===== config.mk =====
export PLATFORM = sky130hd
export DESIGN_NAME = ctrl_mc
export DESIGN_NICKNAME = d
export VERILOG_FILES = /design/src/rtl/ctrl_mc.sv
export SDC_FILE = /design/constraint.sdc
export NUM_CORES = 1
export LEC_CHECK = 0
export CAP_MARGIN = 30
export CORE_MARGIN = 8
export CORE_UTILIZATION = 49
export CTS_BUF_LIST = sky130_fd_sc_hd__clkbuf_4 sky130_fd_sc_hd__clkbuf_8
export DETAILED_ROUTE_END_ITERATION = 16
export PLACE_DENSITY_LB_ADDON = 0.05
export SYNTH_ARGS = -nofsm -noshare
export SYNTH_HDL_FRONTEND = slang
export SYNTH_SLANG_ARGS = --single-unit

===== constraint.sdc =====
create_clock -name clk -period 1.9 [get_ports clk]
set_clock_uncertainty 0.15 [all_clocks]
set_input_delay 0.38 -clock clk [delete_from_list [all_inputs] [get_ports clk]]
set_output_delay 0.38 -clock clk [all_outputs]
set_load 0.1 [all_outputs]

===== src/rtl/ctrl_mc.sv =====
// ---------------------------------------------------------------------------
// ctrl_mc -- multi-cycle control unit for the rysy RV32I core.
//
// Sequences IDLE -> FETCH -> DECODE -> EXEC -> (MEM) -> (WB) -> FETCH over a
// unified req/ack memory port. A memory wait that runs MEM_TIMEOUT cycles
// traps with bus_err. An undefined opcode traps with illegal. TRAP holds
// until rst.
//
// Parameters
//   MEM_TIMEOUT  cycles mem_req may stay high without mem_ack (2..255)
//   INSTRET_W    width of the retired-instruction counter (CTRL_PERF_EN only)
//
// Optional feature
//   `define CTRL_PERF_EN  adds output instret, a wrapping count of retired
//                         instructions. Without it the port does not exist.
//
// Ports
//   clk, rst        clock; asynchronous active-high reset
//   opcode/func3/   instr[6:2], instr[14:12], instr[31:25]; sampled only in
//   func7           DECODE
//   b               branch-compare result, used in EXEC of a BRANCH
//   mem_ack         memory acknowledge
//   mem_req/mem_we  memory request / write enable
//   ir_wr           load instruction register (FETCH with ack)
//   imm_type        immediate-mux select (IMM_* encoding below)
//   alu_op          {sub/sra bit, func3}
//   alu2_sel        0 = rs2, 1 = immediate
//   rd_sel          0 = alu, 1 = mem, 2 = pc+4, 3 = imm
//   pc_wr/pc_sel    PC update strobe; 0 = pc+4, 1 = pc+imm, 2 = alu
//   reg_wr          register-file write strobe
//   state           current FSM state (debug)
//   illegal/bus_err sticky trap causes
// ---------------------------------------------------------------------------
module ctrl_mc #(
  parameter int MEM_TIMEOUT = 16,
  parameter int INSTRET_W   = 32
) (
  input  logic                 clk,
  input  logic                 rst,
  input  logic [4:0]           opcode,
  input  logic [2:0]           func3,
  input  logic [6:0]           func7,
  input  logic                 b,
  input  logic                 mem_ack,
  output logic                 mem_req,
  output logic                 mem_we,
  output logic                 ir_wr,
  output logic [2:0]           imm_type,
  output logic [3:0]           alu_op,
  output logic                 alu2_sel,
  output logic [1:0]           rd_sel,
  output logic                 pc_wr,
  output logic [1:0]           pc_sel,
  output logic                 reg_wr,
`ifdef CTRL_PERF_EN
  output logic [INSTRET_W-1:0] instret,
`endif
  output logic [2:0]           state,
  output logic                 illegal,
  output logic                 bus_err
);

  // Immediate-mux encoding shared with the datapath.
  localparam logic [2:0] IMM_DEFAULT = 3'd0;
  localparam logic [2:0] IMM_I       = 3'd1;
  localparam logic [2:0] IMM_S       = 3'd2;
  localparam logic [2:0] IMM_B       = 3'd3;
  localparam logic [2:0] IMM_U       = 3'd4;
  localparam logic [2:0] IMM_J       = 3'd5;

  // RV32I major opcodes, instr[6:2].
  localparam logic [4:0] OPC_LOAD   = 5'b00000;
  localparam logic [4:0] OPC_OP_IMM = 5'b00100;
  localparam logic [4:0] OPC_AUIPC  = 5'b00101;
  localparam logic [4:0] OPC_STORE  = 5'b01000;
  localparam logic [4:0] OPC_OP     = 5'b01100;
  localparam logic [4:0] OPC_LUI    = 5'b01101;
  localparam logic [4:0] OPC_BRANCH = 5'b11000;
  localparam logic [4:0] OPC_JALR   = 5'b11001;
  localparam logic [4:0] OPC_JAL    = 5'b11011;

  localparam logic [7:0] TMO_LAST = 8'(MEM_TIMEOUT - 1);

  typedef enum logic [2:0] {
    S_IDLE   = 3'd0,
    S_FETCH  = 3'd1,
    S_DECODE = 3'd2,
    S_EXEC   = 3'd3,
    S_MEM    = 3'd4,
    S_WB     = 3'd5,
    S_TRAP   = 3'd7
  } state_t;

  state_t     cur;
  logic [4:0] op_q;      // opcode latched in DECODE; drives EXEC/MEM/WB
  logic [7:0] tmo_cnt;   // cycles spent waiting for mem_ack

  // Only func7[5] distinguishes SUB/SRA/SRAI; the rest of func7 is unused.
  logic unused_func7;
  assign unused_func7 = ^{func7[6], func7[4:0]};

  // -------------------------------------------------------------------------
  // Instruction decode from the live IR fields, consumed only in DECODE.
  // -------------------------------------------------------------------------
  logic       dec_legal;
  logic [2:0] dec_imm;
  logic [3:0] dec_alu_op;
  logic       dec_alu2;
  logic [1:0] dec_rd;

  always_comb begin
    // NOTE: every always_comb output gets a default first, so no path can
    // leave a signal unassigned and infer a latch.
    dec_legal  = 1'b1;
    dec_imm    = IMM_DEFAULT;
    dec_alu_op = 4'd0;
    dec_alu2   = 1'b1;
    dec_rd     = 2'd0;
    case (opcode)
      OPC_OP_IMM: begin
        dec_imm    = IMM_I;
        // Only SRLI/SRAI carry an arithmetic-shift bit in func7.
        dec_alu_op = {(func3 == 3'b101) & func7[5], func3};
      end
      OPC_JALR: begin
        dec_imm = IMM_I;
        dec_rd  = 2'd2;
      end
      OPC_LOAD: begin
        dec_imm = IMM_I;
        dec_rd  = 2'd1;
      end
      OPC_STORE:  dec_imm = IMM_S;
      OPC_BRANCH: begin
        dec_imm  = IMM_B;
        dec_alu2 = 1'b0;
      end
      OPC_LUI: begin
        dec_imm = IMM_U;
        dec_rd  = 2'd3;
      end
      OPC_AUIPC:  dec_imm = IMM_U;
      OPC_JAL: begin
        dec_imm = IMM_J;
        dec_rd  = 2'd2;
      end
      OPC_OP: begin
        dec_alu_op = {func7[5], func3};
        dec_alu2   = 1'b0;
      end
      default:    dec_legal = 1'b0;
    endcase
  end

  // -------------------------------------------------------------------------
  // Sequencer: state, latched instruction, registered selects, trap flags.
  // -------------------------------------------------------------------------
  always_ff @(posedge clk or posedge rst) begin
    if (rst) begin
      cur      <= S_IDLE;
      op_q     <= 5'd0;
      tmo_cnt  <= 8'd0;
      imm_type <= IMM_DEFAULT;
      alu_op   <= 4'd0;
      alu2_sel <= 1'b0;
      rd_sel   <= 2'd0;
      illegal  <= 1'b0;
      bus_err  <= 1'b0;
    end else begin
      // NOTE: state registers use non-blocking assignments so every branch
      // sees the pre-edge values of cur, op_q and tmo_cnt.
      case (cur)
        S_IDLE: cur <= S_FETCH;

        // Both memory phases share the handshake and timeout; an ack in the
        // terminal-count cycle is tested first and therefore wins.
        S_FETCH, S_MEM: begin
          if (mem_ack) begin
            tmo_cnt <= 8'd0;
            if (cur == S_FETCH)          cur <= S_DECODE;
            else if (op_q == OPC_STORE)  cur <= S_FETCH;
            else                         cur <= S_WB;
          end else if (tmo_cnt == TMO_LAST) begin
            tmo_cnt <= 8'd0;
            bus_err <= 1'b1;
            cur     <= S_TRAP;
          end else begin
            tmo_cnt <= tmo_cnt + 8'd1;
          end
        end

        S_DECODE: begin
          op_q     <= opcode;
          imm_type <= dec_imm;
          alu_op   <= dec_alu_op;
          alu2_sel <= dec_alu2;
          rd_sel   <= dec_rd;
          if (dec_legal) begin
            cur <= S_EXEC;
          end else begin
            illegal <= 1'b1;
            cur     <= S_TRAP;
          end
        end

        S_EXEC: begin
          if (op_q == OPC_BRANCH)                           cur <= S_FETCH;
          else if (op_q == OPC_LOAD || op_q == OPC_STORE)   cur <= S_MEM;
          else                                              cur <= S_WB;
        end

        S_WB:    cur <= S_FETCH;
        S_TRAP:  cur <= S_TRAP;
        default: cur <= S_TRAP;
      endcase
    end
  end

  assign state = cur;

  // -------------------------------------------------------------------------
  // Strobes decoded from the current state. ir_wr, the store's pc_wr and the
  // branch pc_sel depend on same-cycle mem_ack / b, so they cannot be
  // registered one cycle early. TRAP and IDLE fall through to all-zero.
  // -------------------------------------------------------------------------
  always_comb begin
    mem_req = 1'b0;
    mem_we  = 1'b0;
    ir_wr   = 1'b0;
    pc_wr   = 1'b0;
    pc_sel  = 2'd0;
    reg_wr  = 1'b0;
    case (cur)
      S_FETCH: begin
        mem_req = 1'b1;
        ir_wr   = mem_ack;
      end
      S_EXEC: begin
        if (op_q == OPC_BRANCH) begin
          pc_wr  = 1'b1;
          pc_sel = {1'b0, b};
        end
      end
      S_MEM: begin
        mem_req = 1'b1;
        mem_we  = (op_q == OPC_STORE);
        pc_wr   = (op_q == OPC_STORE) & mem_ack;
      end
      S_WB: begin
        reg_wr = 1'b1;
        pc_wr  = 1'b1;
        if (op_q == OPC_JAL)       pc_sel = 2'd1;
        else if (op_q == OPC_JALR) pc_sel = 2'd2;
      end
      default: ;
    endcase
  end

`ifdef CTRL_PERF_EN
  // An instruction retires in its last cycle: WB, a BRANCH's EXEC, or the
  // acknowledged MEM cycle of a STORE.
  logic retire;
  assign retire = (cur == S_WB)
                | ((cur == S_EXEC) & (op_q == OPC_BRANCH))
                | ((cur == S_MEM) & (op_q == OPC_STORE) & mem_ack);

  always_ff @(posedge clk or posedge rst) begin
    if (rst)         instret <= '0;
    else if (retire) instret <= instret + {{(INSTRET_W-1){1'b0}}, 1'b1};
  end
`else
  localparam int unused_instret_w = INSTRET_W;
`endif

endmodule

==> impl_metrics.toml <==
[outcome]
run_status = "complete, but fails checks"
violations = "setup timing"

[detailed_routing]
finalWirelength_um = 4590
detail_route.wl_per_cell_um = 16.4
vias_per_cell = 5.67
drt_drc_violations_left = 0
detailroute.wirelength.met2_um = 2400
top_layer_used = "met4"
drt_iter0_drc = 101
ant_nets = 0
drt_first_pass_iters = 4
routed-via-count = 1587
met3_wirelength_um = 243
wirelength_met1_um = 1860

[logic_synthesis]
syn-instance-count = 176
synth-compound-area-share = 0.167
synth-async-reset-ratio = 1.00
yosys.area_share.simple = 0.281
post_synth_num_cell_types = 41
yosysWarningCount = 0
synth_top_family_by_area = "simple AND/OR/NAND/NOR gates"
syn_area_mm2 = 0.00150
postSynthAreaPerCell_um2 = 8.54
synthFlopType = "sky130_fd_sc_hd__dfrtp_1"
synthesis.nets = 196
synth_seq_cells = 28
synthMuxAreaShare = 0.0275
synth-seq-area-share = 0.466
synth-adder-area-share = 0.00833
yosys.area_share.xor_xnor = 0.0117
synth_edf_count = 0

[final_layout]
drive_above_1_share = 0.409
final_core_util = 0.880
insertedDiodeCount = 0
area.sequential_um2 = 713
syn2layout_area_growth_pct = 74.4
final_net_count = 268
layout.filler_cells = 149
finalInstanceArea_mm2 = 0.00262
final_cell_mix = "35 x sky130_fd_sc_hd__nand2_1, 35 x sky130_fd_sc_hd__buf_4, 24 x sky130_fd_sc_hd__dfrtp_1, 22 x sky130_fd_sc_hd__buf_12, 20 x sky130_fd_sc_hd__o21ai_0"
multiInputGateArea_um2 = 900

[setup_path]
required_ns = 1.37
end_kind = "primary output"
critPathKind = "register to primary output"
regToRegSetupSlack_ns = 0.07
crit_path_start_kind = "register"
cp.arrival_ns = 1.71
critical_path_peak_fanout = 3

[cts]
clock_tree.buffer_depth = 2
cts_root_buf = "sky130_fd_sc_hd__clkbuf_4"
worstSkewPairLatency_ns = 0.35
cts_tree = "done"
clock_transition_at_path_regs_ns = 0.16
tritoncts.num_buffers = 3
cts_num_sinks = 28
htreeDepth = 1
cts_hold_buf = 0

[timing]
setup_viol_count_final = 8
drv_slew = 0
timing.final.crit_share = 1.18
timing.fmax_ghz = 0.447
fin_ws_ns = -0.336
period_needed_ns = 2.24
final_hold_viols = 0
timing_worst_slew_pin_value_ns = 0.457
tightest_slew_margin_relative_to_the_limit = 0.692
totalNegativeSetupSlack_ns = -1.69
rsz0062_at_grt = "true"

[run]
drv_cap = 0

[global_route]
grt_remaining_overflow = 0
global_route_wire_length_before_repair_um = 7230
grt_start_max_net_pins = 29
grt_antenna_before_repair = 0
first_global_vias = 1576
grtUsageTotal = 0.175

[floorplan]
initial_utilization = 0.505
rows = 20
die_area_mm2 = 0.00509
height_of_the_die_um = 71.4
io_pins = 41
fp.dieW_um = 71.4
core_area_mm2 = 0.00298

[placed_design]
post-dp-hpwl_um = 2840
port_buffers = 34
globalplace.congestion = 0.816
postPlaceCellArea_mm2 = 0.00229

[pwr]
power-per-cell-area_mw_per_mm2 = 1990
leakage_nw = 1.17
vdd_ir_drop_max_uv = 1540

[min_path]
timing.hold.worst.class = "primary input to asynchronous set/reset pin"
-- flip-flops by register name, summed over array words and instances, names as in the netlist --
| signal | flops |
|---|---|
| tmo_cnt | 8 |
| op_q | 5 |
| alu_op | 4 |
| imm_type | 3 |
| state | 3 |
| rd_sel | 2 |
| alu2_sel | 1 |
| bus_err | 1 |
| illegal | 1 |
-- critical path, cell delays in order (launching register included) --
cell                      delay (ns)
sky130_fd_sc_hd__dfrtp_2        0.46
sky130_fd_sc_hd__nor4_4         0.39
sky130_fd_sc_hd__a41oi_2        0.19
sky130_fd_sc_hd__nor2_4         0.13
sky130_fd_sc_hd__buf_12         0.18
-- path summary, 6_finish.rpt --
kind                       startpoint         end  cells after the start
setup reg to reg             state[0]  tmo_cnt[5]                      7
hold reg to reg            tmo_cnt[7]  tmo_cnt[7]                      1
hold / removal                    rst  tmo_cnt[5]                      3
min in group clk           tmo_cnt[7]  tmo_cnt[7]                      1
max in group asynchronous         rst    state[0]                      3
setup / recovery              op_q[2]       pc_wr                      4
-- cell families after synthesis --
kind of cell,count (synthesis)
fa+ha+maj,1
xor+xnor,2
simple gates,86
mux,4
flops,28
compound gates,42
buf+inv,13
-- area by class of cell --
| class | instances | share of cell area |
|---|---|---|
| timing repair buffer | 75 | 0.340 |
| clock inverter | 1 | 0.0115 |
| sequential | 28 | 0.272 |
| tap | 33 | 0.0158 |
| multi-input combinational | 135 | 0.343 |
| inverter | 5 | 0.00860 |
| clock buffer | 3 | 0.00860 |
-- timing repair --
item,CTS,global route
pin swaps,5,8
resized for setup,17,15
endpoints found under the setup margin,7,14
buffers inserted,11,11
-- cell usage after synthesis (all sizes together), types with 2 or more instances --
master / count / area share
nand2: 36 / 0.090
dfrtp: 28 / 0.47
o21ai: 22 / 0.076
nor2: 14 / 0.035
nand3: 10 / 0.033
a21oi: 6 / 0.020
nor3: 6 / 0.027
inv: 5 / 0.012
and3: 4 / 0.017
buf: 4 / 0.015
clkbuf: 4 / 0.010
a31oi: 3 / 0.012
mux2i: 3 / 0.020
nand2b: 3 / 0.017
nor4: 3 / 0.017
a21o: 2 / 0.011
a41oi: 2 / 0.012
and2: 2 / 0.0083
nor2b: 2 / 0.0083
xnor2: 2 / 0.012
-- per-stage QoR --
stage	hold WS, ns	total power, mW	std cells	setup WS [ns]
after floorplan	0.295	3.04	176	-0.444
after global placement	0.340	4.17	256	-0.0158
after detailed placement	0.332	4.22	256	-0.0909
after CTS	0.228	4.97	271	-0.286
after global routing	0.253	5.42	280	-0.401
final	0.218	5.21	280	-0.336
-- power by group --
group / total (mW) / internal, mW / switching, mW
Combinational: 3.69 / 1.48 / 2.21
Clock: 0.404 / 0.214 / 0.190
Sequential: 1.12 / 0.836 / 0.280
-- metal layers --
| layer | vias to the layer above | global-route usage |
|---|---|---|
| li1 | 754 | - |
| met4 | 0 | 0.0577 |
| met1 | 780 | 0.192 |
| met2 | 45 | 0.313 |
| met3 | 8 | 0.0530 |
| met5 | - | 0 |
(Power assumes the default switching activity.)
